`config.mk`:
```
export PLATFORM = sky130hd
export DESIGN_NAME = perm_run_controller
export DESIGN_NICKNAME = d
export VERILOG_FILES = /design/src/rtl/perm_run_pkg.sv /design/src/rtl/perm_run_controller_rise_detect.sv /design/src/rtl/perm_run_controller.sv
export SDC_FILE = /design/constraint.sdc
export NUM_CORES = 1
export LEC_CHECK = 0
export BUFFER_PORTS_ARGS = -buffer_cell sky130_fd_sc_hd__buf_2
export CAP_MARGIN = 20
export CORE_MARGIN = 2
export CORE_UTILIZATION = 54
export CTS_CLUSTER_SIZE = 30
export DETAILED_ROUTE_END_ITERATION = 6
export HOLD_SLACK_MARGIN = 0.08
export PLACE_DENSITY = 0.78
export SLEW_MARGIN = 40
export SYNTH_ARGS = -nofsm -noshare
export SYNTH_HDL_FRONTEND = slang
export SYNTH_SLANG_ARGS = --single-unit
```
`constraint.sdc`:
```
create_clock -name clk -period 2.5 [get_ports clk]
set_input_delay 0 -clock clk [delete_from_list [all_inputs] [get_ports clk]]
set_output_delay 0 -clock clk [all_outputs]
set_load 0.005 [all_outputs]
```
`src/rtl/perm_run_pkg.sv`:
```
// rtl/perm_run_pkg.sv - shared state encoding and switch widths for the permitted-run controller
//
// Purpose : state encoding and switch-bank widths shared by perm_run_controller.
// Ports   : none (package).

package perm_run_pkg;

   localparam int ACT_W = 3;   // actuator request switches {D,E,F}
   localparam int SEL_W = 3;   // selector switches {A,B,C}

   typedef enum logic [1:0] {
      ST_IDLE = 2'd0,
      ST_RUN  = 2'd1,
      ST_DONE = 2'd2,
      ST_DENY = 2'd3
   } run_state_t;

endpackage

```
`src/rtl/perm_run_controller_rise_detect.sv`:
```
// rtl/perm_run_controller_rise_detect.sv - single-flop rising-edge detector
//
// Purpose : flags the cycle in which d is high and was low on the previous edge.
// Ports   : clk  - clock, rising edge
//           rst  - synchronous active-high reset, clears the history flop
//           d    - level input, already synchronised
//           rise - combinational d & ~d_q

module rise_detect (
   input  logic clk,
   input  logic rst,
   input  logic d,
   output logic rise
);

   logic d_q;

   always_ff @(posedge clk) begin
      if (rst) begin
         d_q <= 1'b0;
      end else begin
         d_q <= d;
      end
   end

   assign rise = d & ~d_q;

endmodule

```
`src/rtl/perm_run_controller.sv`:
```
// rtl/perm_run_controller.sv - timed actuator run controller gated by the live permit flag
//
// Purpose : on a start press, latches a permitted actuator request and drives it for
//           RUN_CYCLES cycles; a refused request or a permit lost mid-run raises a timed
//           alarm and bumps a saturating refusal counter.
// Ports   : clk, rst     - clock and synchronous active-high reset
//           sel_in       - selector switches {A,B,C}
//           act_in       - actuator request switches {D,E,F}
//           perm_in      - live permit flag from the permission checker
//           start, stop  - operator controls (levels)
//           act_out      - latched actuator drive
//           mode_out     - selector latched for the current/last run
//           busy, done   - running flag, one-cycle completion pulse
//           alarm        - refusal/fault indication
//           deny_count   - saturating refusal/fault count

module perm_run_controller
   import perm_run_pkg::*;
#(
   parameter int RUN_CYCLES   = 1000,
   parameter int ALARM_CYCLES = 250,
   parameter int CNT_W        = 8
) (
   input  logic             clk,
   input  logic             rst,
   input  logic [SEL_W-1:0] sel_in,
   input  logic [ACT_W-1:0] act_in,
   input  logic             perm_in,
   input  logic             start,
   input  logic             stop,
   output logic [ACT_W-1:0] act_out,
   output logic [SEL_W-1:0] mode_out,
   output logic             busy,
   output logic             done,
   output logic             alarm,
   output logic [CNT_W-1:0] deny_count
);

   // Timer only has to hold the larger load value; kept at least one bit wide.
   localparam int MAX_CYC = (RUN_CYCLES > ALARM_CYCLES) ? RUN_CYCLES : ALARM_CYCLES;
   localparam int TMR_W   = (MAX_CYC > 1) ? $clog2(MAX_CYC) : 1;

   localparam logic [TMR_W-1:0] RUN_LOAD   = TMR_W'(RUN_CYCLES - 1);
   localparam logic [TMR_W-1:0] ALARM_LOAD = TMR_W'(ALARM_CYCLES - 1);

   run_state_t       state, state_n;
   logic [TMR_W-1:0] timer, timer_n;
   logic [ACT_W-1:0] act_n;
   logic [SEL_W-1:0] mode_n;
   logic             cnt_inc;
   logic             start_rise;

   rise_detect u_start_edge (
      .clk  (clk),
      .rst  (rst),
      .d    (start),
      .rise (start_rise)
   );

   always_comb begin
      state_n = state;
      timer_n = timer;
      act_n   = act_out;
      mode_n  = mode_out;
      cnt_inc = 1'b0;

      case (state)
         ST_IDLE: begin
            if (start_rise) begin
               if (perm_in && (act_in != '0)) begin
                  state_n = ST_RUN;
                  timer_n = RUN_LOAD;
                  act_n   = act_in;
                  mode_n  = sel_in;
               end else begin
                  state_n = ST_DENY;
                  timer_n = ALARM_LOAD;
                  cnt_inc = 1'b1;
               end
            end
         end

         ST_RUN: begin
            // Stop outranks both a permit fault and normal expiry, so an operator
            // stop on the final cycle never produces a done pulse.
            if (stop) begin
               state_n = ST_IDLE;
               act_n   = '0;
            end else if (!perm_in) begin
               state_n = ST_DENY;
               timer_n = ALARM_LOAD;
               act_n   = '0;
               cnt_inc = 1'b1;
            end else if (timer == '0) begin
               state_n = ST_DONE;
               act_n   = '0;
            end else begin
               timer_n = timer - 1'b1;
            end
         end

         ST_DONE: begin
            state_n = ST_IDLE;
         end

         ST_DENY: begin
            if (stop || (timer == '0)) begin
               state_n = ST_IDLE;
            end else begin
               timer_n = timer - 1'b1;
            end
         end

         default: begin
            state_n = ST_IDLE;
         end
      endcase
   end

   // Status outputs are decoded from the next state so they move on the same
   // edge as the state register.
   always_ff @(posedge clk) begin
      if (rst) begin
         state      <= ST_IDLE;
         timer      <= '0;
         act_out    <= '0;
         mode_out   <= '0;
         busy       <= 1'b0;
         done       <= 1'b0;
         alarm      <= 1'b0;
         deny_count <= '0;
      end else begin
         state    <= state_n;
         timer    <= timer_n;
         act_out  <= act_n;
         mode_out <= mode_n;
         busy     <= (state_n == ST_RUN);
         done     <= (state_n == ST_DONE);
         alarm    <= (state_n == ST_DENY);
         if (cnt_inc && (deny_count != '1)) begin
            deny_count <= deny_count + CNT_W'(1);
         end
      end
   end

endmodule

```
### Word level (Yosys, flattened, before mapping)

Index checks and enable logic that the tools add are counted.

* output and inout bits: 17
* register bits: 30
* logic and storage cells: 62
* input port bits: 11

* $add $sub $neg: 2
* equality and inequality tests: 13
* bitwise logic cells: 2
* multiplexer cells: 25
* reduce and logical (&&, ||, !) cells: 11

Operators by type and width (count)
* 10-bit 2-to-1 mux: 6
* 10-bit one-hot mux with 3 select lines: 1
* 3-bit 2-to-1 mux: 5
* 2-bit 2-to-1 mux: 6
* 10-bit zero test: 1
* 10-bit by 1-bit subtractor with 10-bit output (second input constant): 1
* 8-bit by 1-bit adder with 8-bit output (second input constant): 1
* 2-bit equality test (second input constant): 4
* 2-bit != test (second input constant): 4
* 8-bit != test (second input constant): 1
* 2-bit one-hot mux with 4 select lines: 1
* 3-bit one-hot mux with 2 select lines: 1
* 3-bit nonzero test: 2
* 5-bit AND reduction: 1
* 2-bit by 1-bit equality test with 1-bit output (second input constant): 2
* 1-bit 2-to-1 mux: 4
* 4-bit != test (second input constant): 1
* 4-bit AND reduction: 1
* 3-bit != test (second input constant): 1
* 3-bit AND reduction: 1
* 1-bit logical AND: 2
* 2-bit zero test: 1
* 1-bit one-hot mux with 2 select lines: 1
* 2-bit nonzero test: 1
* other kinds (3): 3

### Depth between registers and ports, before layout

* word-level depth: 6
* depth in mapped cells: 6
* mapped depth without buffers: 6

### Cells and area by module

From an unflattened synthesis, not the netlist that was laid out.

* cells, all modules: 180
* area total of the unflattened synthesis: 1544.0 µm²

Modules (own cells, without submodules)
* perm_run_controller: cells each 177, sequential area each 580.6 µm², instances 1, area an instance 1496.4 µm²
* rise_detect: cells each 3, sequential area each 20.0 µm², instances 1, area an instance 47.5 µm²

### Worst setup path after synthesis

OpenSTA, ideal clock, no wires.

* path kind: register to register
* start point: register timer[0]
* end point: register busy
* data arrival time: 1.916 ns
* setup time: 0.116 ns
* path slack: 0.468 ns
* period minus slack after synthesis: 2.032 ns
* buffers on the path: 0
* cell stages (with the launch flop): 7
* data required time: 2.384 ns
* cell sequence: dfxtp_1 > inv_1 > ha_1 > or4b_1 > or4_1 > and3_4 > and3_1

* cells in the longest elaborated chain, start to end: 6
* elaborated cells on any way between the ends: 8
* classes of those cells: eq/ne (1); mux (5); reduce/logical (2)

RTL lines
* from (decl): line perm_run_controller.sv:47 `logic [TMR_W-1:0] timer, timer_n;`
* from (signal assigned): line perm_run_controller.sv:134 `timer <= timer_n;`
* 10-bit zero test (*): line perm_run_controller.sv:94, perm_run_controller.sv:107
* 2-bit 2-to-1 mux: line perm_run_controller.sv:94 `end else if (timer == '0) begin`
* 2-bit 2-to-1 mux: line perm_run_controller.sv:89 `end else if (!perm_in) begin`
* 2-bit 2-to-1 mux: line perm_run_controller.sv:86 `if (stop) begin`
* 2-bit one-hot mux with 4 select lines (*): line perm_run_controller.sv:67 `case (state)`
* 2-bit by 1-bit equality test with 1-bit output (*): line perm_run_controller.sv:137 `busy <= (state_n == ST_RUN);`
* to (signal assigned): line perm_run_controller.sv:137
* to (decl): line perm_run_controller.sv:33 `output logic busy,`

Every way passes the cells marked *; elsewhere a longest branch is shown, timed or not.
A chain may end at the register's enable or synchronous reset.

### Final worst setup path

Ends and elaborated chain as after synthesis.

==> flow_metrics.tcl <==
set metrics [dict create \
    status "finished, final reports clean" \
    drive_gt1_frac 0.240 \
    root_buffer "clkbuf_4" \
    intPower_w 0.000782 \
    antenna_found_initial 0 \
    finalWeightedCongestion 0.841 \
    multi_input_area_um2 877 \
    tns_ns 0 \
    hpwlAfterDp_um 2570 \
    rsz0062_at_grt "false" \
    start_util 0.566 \
    crit_path_end_kind "register" \
    clkTransAtPathRegs_ns 0.10 \
    path_max_fanout 4 \
    total_power_w 0.00116 \
    ant_nets 0 \
    n_antenna_cell 0 \
    post_cts_buffers 0 \
    skew_ns 0.00712 \
    vdd_drop_max_v 0.000486 \
    clock_path_buffers 2 \
    cts_tree "done" \
    boundaryPins 28 \
    cts_resized 0 \
    synth-seq-cells 30 \
    dp_slack_ns 0.350 \
    setup_violations 0 \
    io_buffers 27 \
    maxSlewHeadroom 0.607 \
    drt-pass1-iter-count 4 \
    regArea_um2 601 \
    async_flop_share 0 \
    finalNetCount 229 \
    switching_power_w 0.000380 \
    row_count 19 \
    slowest_stage "or4b_1" \
    grt_max_degree 28 \
    yosysUniqueCellTypes 49 \
    cp_data_required_time_ns 2.74 \
    dieWidth_um 57.5 \
    wl_um 3880 \
    clk_latency_ns 0.34 \
    clock-sinks 30 \
    grt_pass1_wl_um 6410 \
    grt_overflow 0 \
    syn_inst 178 \
    via_per_inst 6.23 \
    initialDrtViolationCount 71 \
    slew_violations 0 \
    cp-start-kind "register" \
    crit_type "register to register" \
    max_stage_delay_ns 0.55 \
    synth_enable_flop_cells 0 \
    pwr-share-seq 0.483 \
    hold_path.class "input port to register" \
    routedWlPerCell_um 15.6 \
    syn_area_per_cell_um2 8.69 \
    fill_cells 231 \
    synth_nets 191 \
    syn_area_um2 1550 \
    grt_usage 0.256 \
    path_cells "inv_1 > ha_1 > or4b_1 > or4_1 > and3_4 > and3_1" \
    core_um2 2730 \
    max_slew.worst_pin.slew_ns 0.585 \
    yosysSeqAreaShare 0.388 \
    num_vias 1545 \
    timing.final.crit_share 0.868 \
    place_area_um2 1710 \
    maxCapViolCount 0 \
    final_area_um2 1860 \
    area_delta_synth_final_pct 20.1 \
    die_h_um 57.5 \
    setup_ws_ns 0.331 \
    period_needed_ns 2.17 \
    rrSetupSlack_ns 0.33 \
    die_area_um2 3310 \
    worstPathArrival_ns 2.41 \
    hold_viol_final 0 \
    clkPwrFrac 0.266 \
    power_leakage_nw 0.718 \
    cts_buffers 5 \
    drc 0 \
    clock.fmax_mhz 461 \
    htree_levels 2 \
    synth_flop_cell "dfxtp_1" \
    grt_pass1_vias 1456 \
    powerDensity_nw_per_um2 626 \
    p_sw_frac 0.327 \
    hold_slack_ns 0.104 \
    pwr-share-comb 0.251 \
    yosys_warnings 0 \
]
## metal layers
metal,up-vias,GRT usage,share of wire
li1,764,-,-
met1,717,0.296,0.42
met2,50,0.407,0.48
met3,14,0.0726,0.055
met4,0,0.176,0.042
met5,-,0,0
## Yosys cell counts, types with 2 or more instances
cell type,instances,area share
o22ai_1,2,0.0081
a211oi_1,4,0.019
and4_1,2,0.011
o31ai_1,4,0.019
nor2b_1,4,0.016
o21ai_0,2,0.0065
nand3_1,8,0.026
a31oi_1,4,0.016
o31a_1,2,0.011
nor3_1,8,0.026
o311a_1,2,0.013
nor2_1,10,0.024
nand4_1,2,0.0081
nand2_1,17,0.041
nor3b_1,3,0.015
o311ai_0,2,0.011
ha_1,2,0.016
buf_2,4,0.013
or4_1,4,0.019
a31o_2,2,0.011
inv_1,8,0.019
clkbuf_1,4,0.0097
nor4_1,5,0.020
mux2i_1,3,0.019
or3b_2,2,0.011
dfxtp_1,30,0.39
a21oi_1,13,0.042
o32ai_1,3,0.017
a221oi_1,2,0.011
## logic make-up after synthesis
family / count (synthesis) / share of synthesized area
AOI/OAI and AO/OA: 51 / 0.244
and+or+nand+nor: 74 / 0.281
buffers and inverters: 17 / 0.0445
adders and majority gates: 2 / 0.0162
muxes: 4 / 0.0267
DFF: 30 / 0.388
## stage by stage
step                instances   util
finish                    248  0.680
global route              248  0.680
CTS                       248  0.680
detailed placement        231  0.625
global placement          231  0.625
floorplan                 178      -
## power by group through the flow
stage / combinational (W) / clock [W] / sequential, W
floorplan: 0.000208 / 0 / 0.000557
global placement: 0.000270 / 0 / 0.000567
detailed placement: 0.000277 / 0 / 0.000570
CTS: 0.000288 / 0.000317 / 0.000559
global route: 0.000320 / 0.000332 / 0.000568
finish: 0.000292 / 0.000309 / 0.000561
## worst max-delay path: cells and delay by family (launching register included)
family	cells	cell delay (ns)
simple gates	4	1.44
flops	1	0.33
fa+ha+maj	1	0.21
buf+inv	1	0.11
## state kept, by name, indices dropped and copies added, names as in the netlist
| signal | flops |
|---|---|
| act_out | 3 |
| alarm | 1 |
| busy | 1 |
| deny_count | 8 |
| done | 1 |
| mode_out | 3 |
| state | 2 |
| timer | 10 |
| u_start_edge.d_q | 1 |
## final timing paths
| path | startpoint | end | cells past startpoint |
|---|---|---|---|
| hold reg to reg | act_out[1]$_SDFFE_PP0P_ | act_out[1]$_SDFFE_PP0P_ | 2 |
| setup reg to reg | timer[0]$_SDFFE_PP0P_ | busy$_SDFF_PP0_ | 6 |
| setup / recovery | timer[0]$_SDFFE_PP0P_ | busy$_SDFF_PP0_ | 6 |
| hold / removal | rst | state[1]$_SDFF_PP0_ | 2 |
## timing repair
| item | in CTS | in global routing |
|---|---|---|
| setup endpoints to repair | 0 | 0 |
| endpoints found under the hold margin | 7 | 0 |
| hold buffers | 9 | 0 |
## cell usage in the layout (no fill, tap or decap), types with 2 or more instances in the layout
cell type       n
dfxtp_1        30
nand4_1         2
nand2_1        17
ha_1            2
buf_2          27
nor3b_1         3
and4_1          2
o311ai_0        2
o311a_1         2
or3b_2          2
o22ai_1         2
a31oi_1         4
o32ai_1         3
nor3_1          8
a21oi_1        13
or4_1           4
buf_4           3
o21ai_0         2
dlygate4sd3_1   9
nor2_1         10
nand3_1         8
o31ai_1         4
mux2i_1         3
nor2b_1         4
inv_1           8
clkbuf_4        5
a211oi_1        4
a31o_2          2
nor4_1          5
a221oi_1        2
o31a_1          2
## layout make-up
class | count | share of cell area
well taps | 31 | 0.0209
repair buffers | 39 | 0.133
clock buffers | 7 | 0.0296
multi-input cells | 131 | 0.472
flip-flops and latches | 30 | 0.323
inverters | 9 | 0.0182
clock inverters | 1 | 0.00269
No activity file was read; power rests on OpenSTA's default activity.
